**config.mk**
```make
export PLATFORM = sky130hd
export DESIGN_NAME = tdm_demux_rx
export DESIGN_NICKNAME = d
export VERILOG_FILES = /design/src/rtl/tdm_pkg.sv /design/src/rtl/tdm_dwell_cnt.sv /design/src/rtl/tdm_demux_rx.sv
export SDC_FILE = /design/constraint.sdc
export NUM_CORES = 1
export LEC_CHECK = 0
export ABC_AREA = 1
export BUFFER_PORTS_ARGS = -buffer_cell sky130_fd_sc_hd__buf_4
export CAP_MARGIN = 5
export CELL_PAD_IN_SITES_DETAIL_PLACEMENT = 0
export CELL_PAD_IN_SITES_GLOBAL_PLACEMENT = 1
export CORE_MARGIN = 3
export CORE_UTILIZATION = 42
export CTS_CLUSTER_SIZE = 25
export DETAILED_ROUTE_END_ITERATION = 7
export GPL_ROUTABILITY_DRIVEN = 0
export PLACE_DENSITY = 0.79
export SLEW_MARGIN = 20
export SYNTH_ARGS = -nofsm -noshare
export SYNTH_HDL_FRONTEND = slang
export SYNTH_SLANG_ARGS = --single-unit
```
**constraint.sdc**
```tcl
create_clock -name clk -period 1.9 [get_ports clk]
set_input_delay 0.38 -clock clk [delete_from_list [all_inputs] [get_ports clk]]
set_output_delay 0.38 -clock clk [all_outputs]
set_load 0.02 [all_outputs]
```
**src/rtl/tdm_pkg.sv**
```systemverilog
// tdm_pkg: shared state encoding, default sizing and width helper for the TDM select-scan receiver.
// Optional feature macro used by this slice: TDM_MAJORITY_EN (2-of-3 majority sampling of z_in).
package tdm_pkg;

    localparam logic [1:0] ST_IDLE = 2'd0;
    localparam logic [1:0] ST_SCAN = 2'd1;
    localparam logic [1:0] ST_DONE = 2'd2;

    // Bits needed to hold values 0..n-1, never less than one bit.
    function automatic int clog2_min1(input int n);
        return (n <= 2) ? 1 : $clog2(n);
    endfunction

    localparam int DEF_WIDTH = 4;
    localparam int DEF_DWELL = 4;
    localparam int DEF_SEL_W = clog2_min1(DEF_WIDTH);

endpackage

```
**src/rtl/tdm_dwell_cnt.sv**
```systemverilog
// tdm_dwell_cnt: dwell counter 0..DWELL-1 with last-cycle flag and majority sample strobes.
// With TDM_MAJORITY_EN defined it also provides strobes at dwell DWELL-3 and DWELL-2.
module tdm_dwell_cnt
    import tdm_pkg::*;
#(
    parameter int DWELL = DEF_DWELL
) (
    input  logic clk,
    input  logic rst_n,
    input  logic run,
    output logic last
`ifdef TDM_MAJORITY_EN
    ,
    output logic early,
    output logic mid
`endif
);

    localparam int CW = clog2_min1(DWELL);

    logic [CW-1:0] cnt;

    assign last = cnt == CW'(DWELL - 1);
`ifdef TDM_MAJORITY_EN
    assign early = cnt == CW'(DWELL - 3);
    assign mid   = cnt == CW'(DWELL - 2);
`endif

    // Count while scanning, wrap after the last dwell cycle, hold at zero otherwise.
    always_ff @(posedge clk or negedge rst_n) begin
        if (!rst_n) cnt <= '0;
        else        cnt <= (!run || last) ? '0 : cnt + CW'(1);
    end

endmodule

```
**src/rtl/tdm_demux_rx.sv**
```systemverilog
// tdm_demux_rx: scans an external WIDTH:1 mux via sel, samples z_in per channel and emits parallel frames.
// Define TDM_MAJORITY_EN to take a 2-of-3 majority of the last three dwell samples instead of one sample.
module tdm_demux_rx
    import tdm_pkg::*;
#(
    parameter int WIDTH = DEF_WIDTH,
    parameter int SEL_W = DEF_SEL_W,
    parameter int DWELL = DEF_DWELL
) (
    input  logic             clk,
    input  logic             rst_n,
    input  logic             en,
    input  logic             z_in,
    output logic [SEL_W-1:0] sel,
    output logic [WIDTH-1:0] d_out,
    output logic             d_valid,
    output logic             busy
);

    localparam logic [SEL_W-1:0] SEL_LAST = SEL_W'(WIDTH - 1);

    logic [1:0]       state;
    logic [WIDTH-1:0] shadow;
    logic             run;
    logic             last;
    logic             sample;

    // Counter only advances in SCAN with en held; dropping en clears it along with the abort.
    assign run  = (state == ST_SCAN) && en;
    assign busy = state != ST_IDLE;

`ifdef TDM_MAJORITY_EN
    logic early;
    logic mid;
    logic s_a;
    logic s_b;

    tdm_dwell_cnt #(.DWELL(DWELL)) u_dwell (
        .clk   (clk),
        .rst_n (rst_n),
        .run   (run),
        .last  (last),
        .early (early),
        .mid   (mid)
    );

    // Capture the two earlier dwell samples; the third comes live from z_in on the last cycle.
    always_ff @(posedge clk or negedge rst_n) begin
        if (!rst_n) begin
            s_a <= 1'b0;
            s_b <= 1'b0;
        end else begin
            if (run && early) s_a <= z_in;
            if (run && mid)   s_b <= z_in;
        end
    end

    assign sample = (s_a & s_b) | (s_a & z_in) | (s_b & z_in);
`else
    tdm_dwell_cnt #(.DWELL(DWELL)) u_dwell (
        .clk   (clk),
        .rst_n (rst_n),
        .run   (run),
        .last  (last)
    );

    assign sample = z_in;
`endif

    // Frame FSM: step sel through all channels, publish the shadow word in the one-cycle DONE state.
    always_ff @(posedge clk or negedge rst_n) begin
        if (!rst_n) begin
            state   <= ST_IDLE;
            sel     <= '0;
            shadow  <= '0;
            d_out   <= '0;
            d_valid <= 1'b0;
        end else begin
            d_valid <= 1'b0;
            case (state)
                ST_IDLE: begin
                    sel <= '0;
                    if (en) state <= ST_SCAN;
                end
                ST_SCAN: begin
                    if (!en) begin
                        state <= ST_IDLE;
                        sel   <= '0;
                    end else if (last) begin
                        shadow[sel] <= sample;
                        if (sel == SEL_LAST) begin
                            state <= ST_DONE;
                            sel   <= '0;
                        end else begin
                            sel <= sel + SEL_W'(1);
                        end
                    end
                end
                ST_DONE: begin
                    d_out   <= shadow;
                    d_valid <= 1'b1;
                    sel     <= '0;
                    state   <= en ? ST_SCAN : ST_IDLE;
                end
                default: begin
                    state <= ST_IDLE;
                    sel   <= '0;
                end
            endcase
        end
    end

endmodule

```
* After elaboration in Yosys (flattened, before gate mapping)
Index checks and enable logic that the tools add are counted.
** Word-level totals
- Flip-flop bits (word level) :: 15
- Bits in latches :: 0
- Bits in writable memories :: 0
- ROM bits :: 0
- Input port bits :: 4
- Output and inout port bits :: 8
- Word-level logic and storage cells :: 40
- Memories :: 0
** Cells by class
- Add/subtract/negate cells :: 2
- Multipliers :: 0
- Divide/modulo/power cells :: 0
- Magnitude comparators :: 2
- Eq/ne operators :: 7
- Shift operators :: 0
- Multiplexer cells :: 15
- Bitwise operators :: 0
- Reductions and logical operators :: 8
** Operators with widths (number)
- 2-to-1 mux 2 bit :: 9
- == test 2 bit, second input constant :: 3
- inequality test 3 x 2 -> 1 bit, second input constant :: 2
- one-hot mux 2 bit (3 select lines) :: 1
- AND reduction 3 bit :: 2
- adder 2 x 1 -> 2 bit, second input constant :: 2
- bitwise mux 4 bit :: 1
- less-than comparator 2 x 3 -> 1 bit, second input constant :: 1
- 2-to-1 mux 1 bit :: 3
- demux 1 bit (select 2 bit) :: 1
- == test 2 x 1 -> 1 bit, second input constant :: 1
- greater-or-equal comparator 2 x 1 -> 1 bit, second input constant :: 1
- logical AND 1 bit :: 2
- logical NOT 2 bit :: 1
- inequality test 2 bit, second input constant :: 1
- nonzero test 2 bit :: 1
- logical NOT 1 bit :: 1
- logical OR 1 bit :: 1

* Depth between registers and ports, before layout
Gate-level depths: netlist (run 1).
- Depth in word-level cells :: 5
- Gate-level depth with buffers :: 6
- Gate-level depth less buffers :: 6

* Cells and area by module
Synthesis (run 1) repeated with hierarchy kept, for this count alone.
** Unflattened totals
- Cells, all modules :: 79
- Area, all modules :: 689.4 um2
** By module, submodules not included
- tdm_demux_rx :: times used 1, cells an instance 71, area an instance 608.1 um2, sequential area each 325.3 um2
- tdm_dwell_cnt :: times used 1, cells an instance 8, area an instance 81.3 um2, sequential area each 50.0 um2

* Worst setup path before layout (run 1)
Ideal clock, no wire load.
- Kind :: register to register
- Start point :: register sel[0]
- End point :: register sel[1]
- Setup time :: 0.118 ns
- Data arrival time :: 0.986 ns
- Slack :: 0.796 ns
- Stages on the path, launching flop included :: 5
- Buffers on the path :: 0
- Clock period less this slack :: 1.104 ns
- Cell sequence :: dfrtp_1 inv_1 ha_1 nand2_1 nand2_1
** Between the ends
- Longest elaborated chain between the ends :: 5
- Elaborated cells between the ends (all ways) :: 6
- Classes of those cells :: 1 x add/sub; 1 x eq/ne; 4 x mux
** RTL lines
- start, declared :: RTL line tdm_demux_rx.sv:14 : output logic [SEL_W-1:0] sel,
- start signal, assigned :: RTL line tdm_demux_rx.sv:95 : sel <= sel + SEL_W'(1);
- adder 2 x 1 -> 2 bit or == test 2 bit (tied branches) :: RTL line tdm_demux_rx.sv:95, tdm_demux_rx.sv:91
- 2-to-1 mux 2 bit (*) :: RTL line tdm_demux_rx.sv:91 : if (sel == SEL_LAST) begin
- 2-to-1 mux 2 bit (*) :: RTL line tdm_demux_rx.sv:89 : end else if (last) begin
- 2-to-1 mux 2 bit (*) :: RTL line tdm_demux_rx.sv:86 : if (!en) begin
- 2-to-1 mux 2 bit (*) :: RTL line tdm_demux_rx.sv:80 : case (state)
Mark *: on every way between the ends. The rest lies on a longest branch, timed or not. The select of a mux whose other input is x is not followed.
A chain may end at the register's enable or synchronous reset.

* Worst setup path in the final report (run 1)
- Start point :: register state[0]
- End point :: output port busy
** Between the ends
- Longest elaborated chain between the ends :: 1
** RTL lines
- start, declared :: RTL line tdm_demux_rx.sv:22 : logic [1:0] state;
- start signal, assigned :: RTL line tdm_demux_rx.sv:103 : state <= en ? ST_SCAN : ST_IDLE;
- nonzero test 2 bit :: RTL line tdm_demux_rx.sv:30 : assign busy = state != ST_IDLE;
- end, declared :: RTL line tdm_demux_rx.sv:17 : output logic busy
Every way passes these cells.

==> results of run 1 <==
==> layout make-up <==
type / instances / area, um^2 / area share (%)
flip-flops and latches: 15 / 375 / 45.5
multi-input cells: 53 / 273 / 33.1
repair buffers: 12 / 92.6 / 11.2
inverters: 10 / 37.5 / 4.55
clock buffers: 3 / 22.5 / 2.73
well taps: 15 / 18.8 / 2.28
clock inverters: 1 / 5.00 / 0.607
==> placed cells by master (no fill, tap or decap) <==
cell type      synthesis  routed
dfrtp_1               15      15
nor2_4                 1       1
nor2_1                 2       2
clkinv_2               0       1
o21ai_0                1       1
dlygate4sd3_1          0       1
nand2_2                1       1
nor2_2                 2       2
nand3_1               11      11
inv_1                  7       7
clkbuf_4               0       3
nand2_1               30      30
ha_1                   5       5
buf_4                  0      11
inv_2                  3       3
==> metal layers <==
metal  vias to the layer above  track usage, %  wire length (um)
met4                         0            10.2                29
met3                         4            2.34                47
met5                         -               0                 0
li1                        273               -                 -
met2                        10            17.9               487
met1                       225            18.7               648
==> state kept, by name, indices dropped and copies added (netlist names) <==
name and cells:
shadow 4, d_valid 1, d_out 4, u_dwell.cnt 2
state 2, sel 2
==> cells by family (layout without fill, tap and decap cells) <==
kind of cell,Yosys count,in the layout,synth area share (%)
buf+inv,10,26,5.48
simple gates,47,47,29.9
compound gates,1,1,0.729
fa+ha+maj,5,5,9.12
flops,15,15,54.7
==> power by group <==
group	internal, uW	switching, uW	leakage [uW]	total (uW)
Clock	78.3	110	0.0000177	188
Combinational	19.0	34.7	0.000254	53.8
Sequential	327	5.72	0.000207	333
Total	425	150	0.000479	575
==> path summary, 6_finish.rpt <==
check	cells past startpoint	to	slack [ns]	from
worst max-delay path	3	busy	0.52	state[0]
worst min-delay path	3	state[0]	0.31	en
worst max register to register	4	state[0]	0.81	sel[1]
worst min register to register	1	u_dwell.cnt[0]	0.44	u_dwell.cnt[0]
max in group asynchronous	2	sel[0]	1.26	rst_n
min in group asynchronous	2	state[0]	0.47	rst_n
==> stage by stage <==
step	hold slack [ns]	setup slack, ns
2_1_floorplan	0.0844	0.796
3_3_place_gp	0.244	0.831
3_5_place_dp	0.244	0.832
4_1_cts	0.308	0.506
5_1_grt	0.330	0.474
6_report	0.314	0.517
==> critical path: cells and delay by family, from the launching register on <==
kind                   cells  cell delay (ns)
flip-flops                 1             0.41
AND/OR/NAND/NOR            1             0.06
buffers and inverters      2             0.25
==> what timing repair did <==
item,in CTS,in global routing
setup buffers,0,0
endpoints found under the hold margin,15,0
hold buffers,1,0
==> metrics.cfg, run 1 <==
[status]
status = complete, no violations

[timing]
rsz0062_at_grt = false
post-route-period-util_pct = 72.8
relSlewSlack_pct = 87.4
skew_ns = 0.00167
setup_violations = 0
hold_viol = 0
slew_viol_final = 0
setup_tns_ns = 0
worstMarginPinSlew_ns = 0.186
period_needed_ns = 1.38
timing.fmax_ghz = 0.723

[synth]
synth.distinct_cells = 11
post-synth-top-count-cell = nand2_1
synth_top_cell_by_area = dfrtp_1
synth.area.top_cells = dfrtp_1 55%, nand2_1 16%, ha_1 9.1%
synth_area_um2 = 686
synth_top_area_share_pct = 54.7
synth_edf_count = 0
synthArstFlopShare_pct = 100
syn_avg_cell_area_um2 = 8.79
syn-num-nets = 87
synth-main-ff-cell = dfrtp_1
yosys_warnings = 0
seq_area_frac_synth_pct = 54.7
ys_seq_elements = 15
synthesis.instances = 78
synthTopCellsByCount = 30 x nand2_1, 15 x dfrtp_1, 11 x nand3_1

[global_routing]
grt_pass1_wl_um = 1930
grt_max_degree = 16
track_usage_pct = 13.4
gr-total-overflow = 0
antenna_found_initial = 0
grt_pass1_vias = 452

[setup_path]
critical_path.max_stage_delay_ns = 0.41
worstSetupStartpointType = flop
critPathMaxFanout = 4
slowest_stage = dfrtp_1
crit_required_ns = 1.52
critical_path_arrival_ns = 1.00
crit_chain = inv_2, nand2_1, buf_4
critical_path_class = flop to output port
critPathCaptureType = output port

[drt]
wl_per_cell_um = 11.1
drt-total-wl_um = 1210
drtPass1Iterations = 5
antenna_left = 0
drc = 0
vias = 512
first_iter_violations = 8
viasPerCell = 4.70

[die]
dieWidth_um = 46.4
ios = 12
initial_core_util_pct = 48.5
die_area_um2 = 2150
rows = 13
die_h_um = 46.4
coreArea_um2 = 1420

[final_layout]
final_cells = 109
fin_area_um2 = 825
final_util_pct = 58.3
area_delta_synth_final_pct = 20.3
num_antenna_cells = 0
n_fill_cell = 138
nets = 104
post_route_cells_drive_above_1_share_pct = 23.4

[placed_design]
placed_cell_area_um2 = 787
detailedPlacementHpwl_um = 937
port-buffer-count = 11
place_inst = 104

[clocking]
cts_max_path_buffers = 2
clkSinkCount = 15
cts_resized = 0
h-tree-depth = 1
worstSkewPairLatency_ns = 0.29
cts-root-buf = clkbuf_4
numCtsBuffers = 3
cts_tree = done
clk_pin_slew_ns = 0.09

[power]
p_per_area_nw_per_um2 = 697
power.leakage_uw = 0.000479
totalPowerFinal_uw = 575
peakVddDrop_mv = 0.521

[worst_hold_path]
hold_path.class = primary input to flop

[run]
drv_cap = 0

No activity file was read; power rests on OpenSTA's default activity.
==> run 2, diff against run 1 <==
--- a/config.mk
+++ b/config.mk
@@ -11,11 +11,11 @@
 export CELL_PAD_IN_SITES_DETAIL_PLACEMENT = 0
 export CELL_PAD_IN_SITES_GLOBAL_PLACEMENT = 1
 export CORE_MARGIN = 3
-export CORE_UTILIZATION = 42
+export CORE_UTILIZATION = 39
 export CTS_CLUSTER_SIZE = 25
 export DETAILED_ROUTE_END_ITERATION = 7
 export GPL_ROUTABILITY_DRIVEN = 0
-export PLACE_DENSITY = 0.79
+export PLACE_DENSITY = 0.74
 export SLEW_MARGIN = 20
 export SYNTH_ARGS = -nofsm -noshare
 export SYNTH_HDL_FRONTEND = slang
==> constraint.sdc (replaced) <==
create_clock -name clk -period 1.3 [get_ports clk]
set_input_delay 0.26 -clock clk [delete_from_list [all_inputs] [get_ports clk]]
set_output_delay 0.26 -clock clk [all_outputs]
set_load 0.02 [all_outputs]
==> run 2 against run 1 <==
Net effect: routed wire length up 6.8%; final cell count grew 2.8%; setup slack got worse by 0.45 ns; critical path type unchanged; sequential power up 46%; combinational power is 69% higher; critical path depth is the same; core utilization fell by 4.5 points; first-iteration DRC count grew 25%.
==> metrics.cfg, run 2 (synthesis results as in run 1) <==
[timing]
worst_hold_slack_ns = 0.198  ; was 0.314 ns
setup_violations = 0  ; unchanged
skew_ns = 0.00798  ; was 0.00167 ns
post-route-period-util_pct = 95.1
timing.fmax_ghz = 0.809
setup_tns_ns = 0  ; unchanged
setup_ws_ns = 0.0640  ; was 0.517 ns
period_needed_ns = 1.24
worstMarginPinSlew_ns = 0.195  ; was 0.186 ns
hold_viol = 0  ; unchanged
slew_viol_final = 0  ; unchanged
relSlewSlack_pct = 87.0  ; was 87.4%

[setup_path]
crit_required_ns = 1.04  ; was 1.52 ns
r2r_cells = 6  ; was 4
critical_path_arrival_ns = 0.98  ; was 1.00 ns
critical_path_class = flop to output port  ; unchanged
critPathMaxFanout = 4  ; unchanged
worstSetupStartpointType = flop  ; unchanged
critPathCaptureType = output port  ; unchanged
timing.rr.end = shadow[3]  ; was state[0]
r2r_start = u_dwell.cnt[0]  ; was sel[1]
reg2reg_slack_ns = 0.21  ; was 0.81 ns

[die]
rows = 14  ; was 13
dieWidth_um = 47.9  ; was 46.4 um
die_h_um = 47.9  ; was 46.4 um
initial_core_util_pct = 43.5  ; was 48.5%
coreArea_um2 = 1580  ; was 1420 um^2
ios = 12  ; unchanged
die_area_um2 = 2300  ; was 2150 um^2

[clocking]
clk_pin_slew_ns = 0.09  ; about the same
h-tree-depth = 1  ; unchanged
numCtsBuffers = 3  ; unchanged
worstSkewPairLatency_ns = 0.29  ; about the same
cts-root-buf = clkbuf_4  ; unchanged
cts_max_path_buffers = 2  ; unchanged
clkSinkCount = 15  ; unchanged
cts_tree = done  ; unchanged

[drt]
vias = 526  ; was 512
drc = 0  ; unchanged
drt-total-wl_um = 1290  ; was 1210 um
viasPerCell = 4.70  ; about the same
wl_per_cell_um = 11.6  ; was 11.1 um
drtPass1Iterations = 4  ; was 5
first_iter_violations = 10  ; was 8
antenna_left = 0  ; unchanged

[worst_hold_path]
whs_path_depth = 3  ; unchanged
hold_end = state[0]  ; unchanged
hold_start = en  ; unchanged
hold_path.class = primary input to flop  ; unchanged

[final_layout]
reg_top3 = d_out (4), shadow (4)  ; unchanged
layout_common_cells = 29 x nand2_1, 14 x dfrtp_1, 12 x buf_4, 11 x nand3_1, 7 x inv_1  ; was 30 x nand2_1, 15 x dfrtp_1, 11 x nand3_1, 11 x buf_4, 7 x inv_1
num_antenna_cells = 0  ; unchanged
n_fill_cell = 159  ; was 138
final_common_cell = nand2_1  ; unchanged
post_route_cells_drive_above_1_share_pct = 26.0  ; was 23.4%
area_delta_synth_final_pct = 23.5  ; was 20.3%
nets = 106  ; was 104

[power]
peakVddDrop_mv = 0.726  ; was 0.521 mV
power.leakage_uw = 0.000485  ; was 0.000479 uW
p_per_area_nw_per_um2 = 997  ; was 697 nW/um^2

[global_routing]
grt_pass1_vias = 476  ; was 452
gr-total-overflow = 0  ; unchanged
grt_max_degree = 16  ; unchanged
track_usage_pct = 14.3  ; was 13.4%
grt_pass1_wl_um = 2130  ; was 1930 um
antenna_found_initial = 0  ; unchanged

[placed_design]
detailedPlacementHpwl_um = 959  ; was 937 um
post-place-ws_ns = 0.221  ; was 0.832 ns
port-buffer-count = 11  ; unchanged

[run]
drv_cap = 0  ; unchanged

[status]
status = complete, no violations  ; unchanged

==> run 2: cell types whose count changed in the layout (fill, tap and decap cells not counted), sizes merged <==
cell,change
clkinv,-1
buf,+2
clkbuf,+1
==> run 2: worst max-delay path by stage <==
stage / start / end / slack (ns) / depth (start not counted)
2_1_floorplan: sel[0] / sel[1] / 0.20 / 4
3_3_place_gp: u_dwell.cnt[0] / shadow[3] / 0.21 / 6
3_5_place_dp: u_dwell.cnt[0] / shadow[3] / 0.22 / 6
4_1_cts: state[1] / busy / 0.01 / 3
5_1_grt: state[1] / busy / -0.006 / 3
6_report: state[1] / busy / 0.06 / 3
==> run 2: layer usage <==
metal / wire length (um) / global-route usage [%]
met1: 610 / 17.1
met2: 603 / 21.6
met3: 49 / 3.38
met4: 31 / 11.3
met5: 0 / 0
==> run 2: worst max-delay path, cell delays in order (launching register included) <==
cell and delay (ns):
dfrtp_2 0.45, inv_2 0.07, nand2_2 0.05, buf_6 0.12
==> run 2: power by group <==
group	switching (uW)	leakage (uW)	internal, uW
Combinational	53.8	0.000266	37.2
Clock	147	0.0000150	119
Sequential	8.63	0.000205	479
==> run 2: layout make-up <==
cell class	instances	area, um^2	area share, %
clock buffer	4	26.3	3.10
inverter	10	37.5	4.43
multi-input combinational	53	275	32.5
sequential	15	377	44.5
tap	16	20.0	2.36
timing repair buffer	14	111	13.1
==> run 2: per-stage QoR <==
stage | power, uW | area [um^2] | std cells | util (%)
2_1_floorplan | 539 | 686 | 78 | -
3_3_place_gp | 575 | 788 | 105 | 50.0
3_5_place_dp | 575 | 788 | 105 | 50.0
4_1_cts | 853 | 825 | 110 | 52.3
5_1_grt | 904 | 847 | 112 | 53.7
6_report | 844 | 847 | 112 | 53.7
==> run 2: what timing repair did <==
| action | in CTS | in global routing |
|---|---|---|
| buffers inserted | 0 | 2 |
| endpoints found under the hold margin | 15 | 0 |
| hold buffers | 1 | 0 |
| endpoints found under the setup margin | 0 | 1 |
| resized for setup | 0 | 3 |
==> run 3, diff against run 2 <==
--- a/config.mk
+++ b/config.mk
@@ -19,4 +19,5 @@
 export SLEW_MARGIN = 20
 export SYNTH_ARGS = -nofsm -noshare
 export SYNTH_HDL_FRONTEND = slang
+export SYNTH_HIERARCHICAL = 1
 export SYNTH_SLANG_ARGS = --single-unit
==> run 3 against run 2 <==
Net effect: sequential share of layout area about the same; total power decreased by 7.0%; first-iteration DRC count decreased by 70%; largest power group unchanged; critical path type unchanged; flip-flop and latch count unchanged; sequential power decreased by 2%.
==> metrics.cfg, run 3 <==
[clocking]
clkSinkCount = 15  ; unchanged
cts_max_path_buffers = 2  ; unchanged
h-tree-depth = 1  ; unchanged
cts_tree = done  ; unchanged
worstSkewPairLatency_ns = 0.28  ; was 0.29 ns
numCtsBuffers = 3  ; unchanged
clk_pin_slew_ns = 0.09  ; about the same
cts-root-buf = clkbuf_4  ; unchanged

[placed_design]
placed_cell_area_um2 = 792  ; was 788 um^2
place_inst = 106  ; was 105
detailedPlacementHpwl_um = 917  ; was 959 um
port-buffer-count = 11  ; unchanged

[synth]
syn_avg_cell_area_um2 = 8.73  ; was 8.79 um^2
yosys_warnings = 6  ; was 0
synthesis.instances = 79  ; was 78
synthArstFlopShare_pct = 100  ; unchanged
synth_top_area_share_pct = 54.4  ; was 54.7%
synth_edf_count = 0  ; unchanged
synth_area_um2 = 689  ; was 686 um^2
ys_seq_elements = 15  ; unchanged
synth_top_cell_by_area = dfrtp_1  ; unchanged
synth.area.top_cells = dfrtp_1 54%, nand2_1 18%, ha_1 9.1%  ; was dfrtp_1 55%, nand2_1 16%, ha_1 9.1%
syn-num-nets = 88  ; was 87
synthTopCellsByCount = 33 x nand2_1, 15 x dfrtp_1, 10 x inv_1  ; was 30 x nand2_1, 15 x dfrtp_1, 11 x nand3_1
synth-main-ff-cell = dfrtp_1  ; unchanged
post-synth-top-count-cell = nand2_1  ; unchanged
synth.distinct_cells = 9  ; was 11
seq_area_frac_synth_pct = 54.4  ; was 54.7%

[timing]
timing.fmax_ghz = 0.813  ; was 0.809 GHz
slew_viol_final = 0  ; unchanged
setup_violations = 0  ; unchanged
hold_viol = 0  ; unchanged
worstMarginPinSlew_ns = 0.196  ; was 0.195 ns
worst_hold_slack_ns = 0.235  ; was 0.198 ns
post-route-period-util_pct = 94.6  ; was 95.1%
period_needed_ns = 1.23  ; was 1.24 ns
relSlewSlack_pct = 86.9  ; was 87.0%
setup_tns_ns = 0  ; unchanged
rsz0062_at_grt = false
skew_ns = 0.00414  ; was 0.00798 ns

[power]
pwr-share-seq_pct = 60.8  ; was 57.7%
p_sw_uw = 181  ; was 209 uW
p_per_area_nw_per_um2 = 930  ; was 997 nW/um^2
p_comb_share_pct = 5.7  ; was 10.8%
internal_power_uw = 604  ; was 635 uW
power.leakage_uw = 0.000503  ; was 0.000485 uW
p_sw_share_pct = 23.1  ; was 24.8%
clkPwrFrac_pct = 33.6  ; was 31.5%
peakVddDrop_mv = 0.538  ; was 0.726 mV

[global_routing]
gr-total-overflow = 0  ; unchanged
grt_max_degree = 16  ; unchanged
track_usage_pct = 12.3  ; was 14.3%
grt_pass1_wl_um = 1930  ; was 2130 um
grt_pass1_vias = 445  ; was 476
antenna_found_initial = 0  ; unchanged

[setup_path]
slowest_stage = dfrtp_1  ; was dfrtp_2
worstSetupStartpointType = flop  ; unchanged
critPathCaptureType = output port  ; unchanged
critical_path.max_stage_delay_ns = 0.40  ; was 0.45 ns
critical_path_class = flop to output port  ; unchanged
critical_path_arrival_ns = 0.97  ; was 0.98 ns
crit_chain = inv_1, nand2_1, buf_4  ; was inv_2, nand2_2, buf_6
crit_buf_inv = 2  ; unchanged
critPathMaxFanout = 3  ; was 4
crit_required_ns = 1.04  ; about the same
path_delay_family = flip-flops  ; unchanged

[final_layout]
nets = 107  ; was 106
post_route_cells_drive_above_1_share_pct = 21.6  ; was 26.0%
final_cells = 113  ; was 112
num_antenna_cells = 0  ; unchanged
reg_top3 = d_out (4), shadow (4)  ; unchanged
layout_common_cells = 33 x nand2_1, 15 x dfrtp_1, 13 x buf_4, 9 x inv_1, 9 x nand3_1  ; was 29 x nand2_1, 14 x dfrtp_1, 12 x buf_4, 11 x nand3_1, 7 x inv_1
area_delta_synth_final_pct = 22.5  ; was 23.5%
n_fill_cell = 176  ; was 159
fin_area_um2 = 845  ; was 847 um^2
final_common_cell = nand2_1  ; unchanged

[drt]
drt-total-wl_um = 1210  ; was 1290 um
drtPass1Iterations = 2  ; was 4
first_iter_violations = 3  ; was 10
viasPerCell = 4.64  ; was 4.70
drc = 0  ; unchanged
wl_per_cell_um = 10.7  ; was 11.6 um
vias = 524  ; was 526
antenna_left = 0  ; unchanged

[die]
die_area_um2 = 2310  ; was 2300 um^2
dieWidth_um = 48.0  ; was 47.9 um
coreArea_um2 = 1580  ; unchanged
rows = 14  ; unchanged
die_h_um = 48.0  ; was 47.9 um
initial_core_util_pct = 43.7  ; was 43.5%
ios = 12  ; unchanged

[worst_hold_path]
hold_path.class = primary input to flop  ; unchanged

[status]
status = complete, no violations  ; unchanged

[run]
drv_cap = 0  ; unchanged

[run 3: changes by cell type after synthesis, sizes merged]
| cell | change |
|---|---|
| nand2 | +2 |
| nand3 | -2 |
| a21boi | +1 |
| inv | +1 |
| o21ai | -1 |
[run 3: routing by layer]
layer | routed length [um] | up-vias | share of wire (%) | global-route usage, %
met1 | 553 | 238 | 46 | 15.8
met5 | 0 | - | 0 | 0
met3 | 52 | 2 | 4.3 | 3.38
met2 | 599 | 8 | 50 | 18.7
li1 | - | 276 | - | -
met4 | 4 | 0 | 0.33 | 6.45
[run 3: layout make-up]
cell class,instances,area [um^2],area share (%)
Inverter,11,41.3,4.89
Multi-Input combinational cell,53,273,32.3
Sequential cell,15,375,44.4
Tap cell,16,20.0,2.37
Clock inverter,1,5.00,0.593
Clock buffer,3,22.5,2.67
Timing Repair Buffer,14,108,12.7
[run 3: cell families after synthesis]
logic type,count (synthesis),synth area share [%]
simple gates,47,29.4
compound gates,1,1.09
flops,15,54.4
buf+inv,11,5.99
fa+ha+maj,5,9.07
[run 3: what timing repair did]
action / CTS / global route
hold buffers: 1 / 0
pin swaps: 0 / 0
setup endpoints to repair: 1 / 1
setup buffers: 1 / 1
hold endpoints to repair: 15 / 0
resized for setup: 0 / 1
[run 3: power by group through the flow]
stage	Clock, uW	Sequential [uW]	Combinational, uW
after floorplan	0	486	19.2
after global placement	0	486	43.6
after detailed placement	0	486	43.8
after CTS	278	477	46.3
after global routing	298	478	50.6
final	263	477	44.5
[run 3: tightest hold or removal path, cell delays in order]
cell and delay [ns]:
buf_4 0.10, nand3_1 0.07, nand2_1 0.06
[run 3: per-stage QoR]
stage	total power (uW)	utilization, %	setup slack [ns]
2_1_floorplan	505	-	0.196
3_3_place_gp	530	50.2	0.252
3_5_place_dp	530	50.2	0.224
4_1_cts	802	53.1	0.0471
5_1_grt	827	53.6	0.00557
6_report	785	53.6	0.0706
[run 3: worst paths after layout]
kind                                 from              to  slack (ns)  depth (start not counted)
max                              state[1]            busy        0.07                          3
max reg2reg                      state[1]       shadow[1]        0.15                          6
max in group asynchronous           rst_n        d_out[2]        0.77                          2
min reg2reg                u_dwell/cnt[0]  u_dwell/cnt[0]        0.44                          1
min in group asynchronous           rst_n       shadow[0]        0.36                          2
min                                  z_in       shadow[1]        0.24                          3
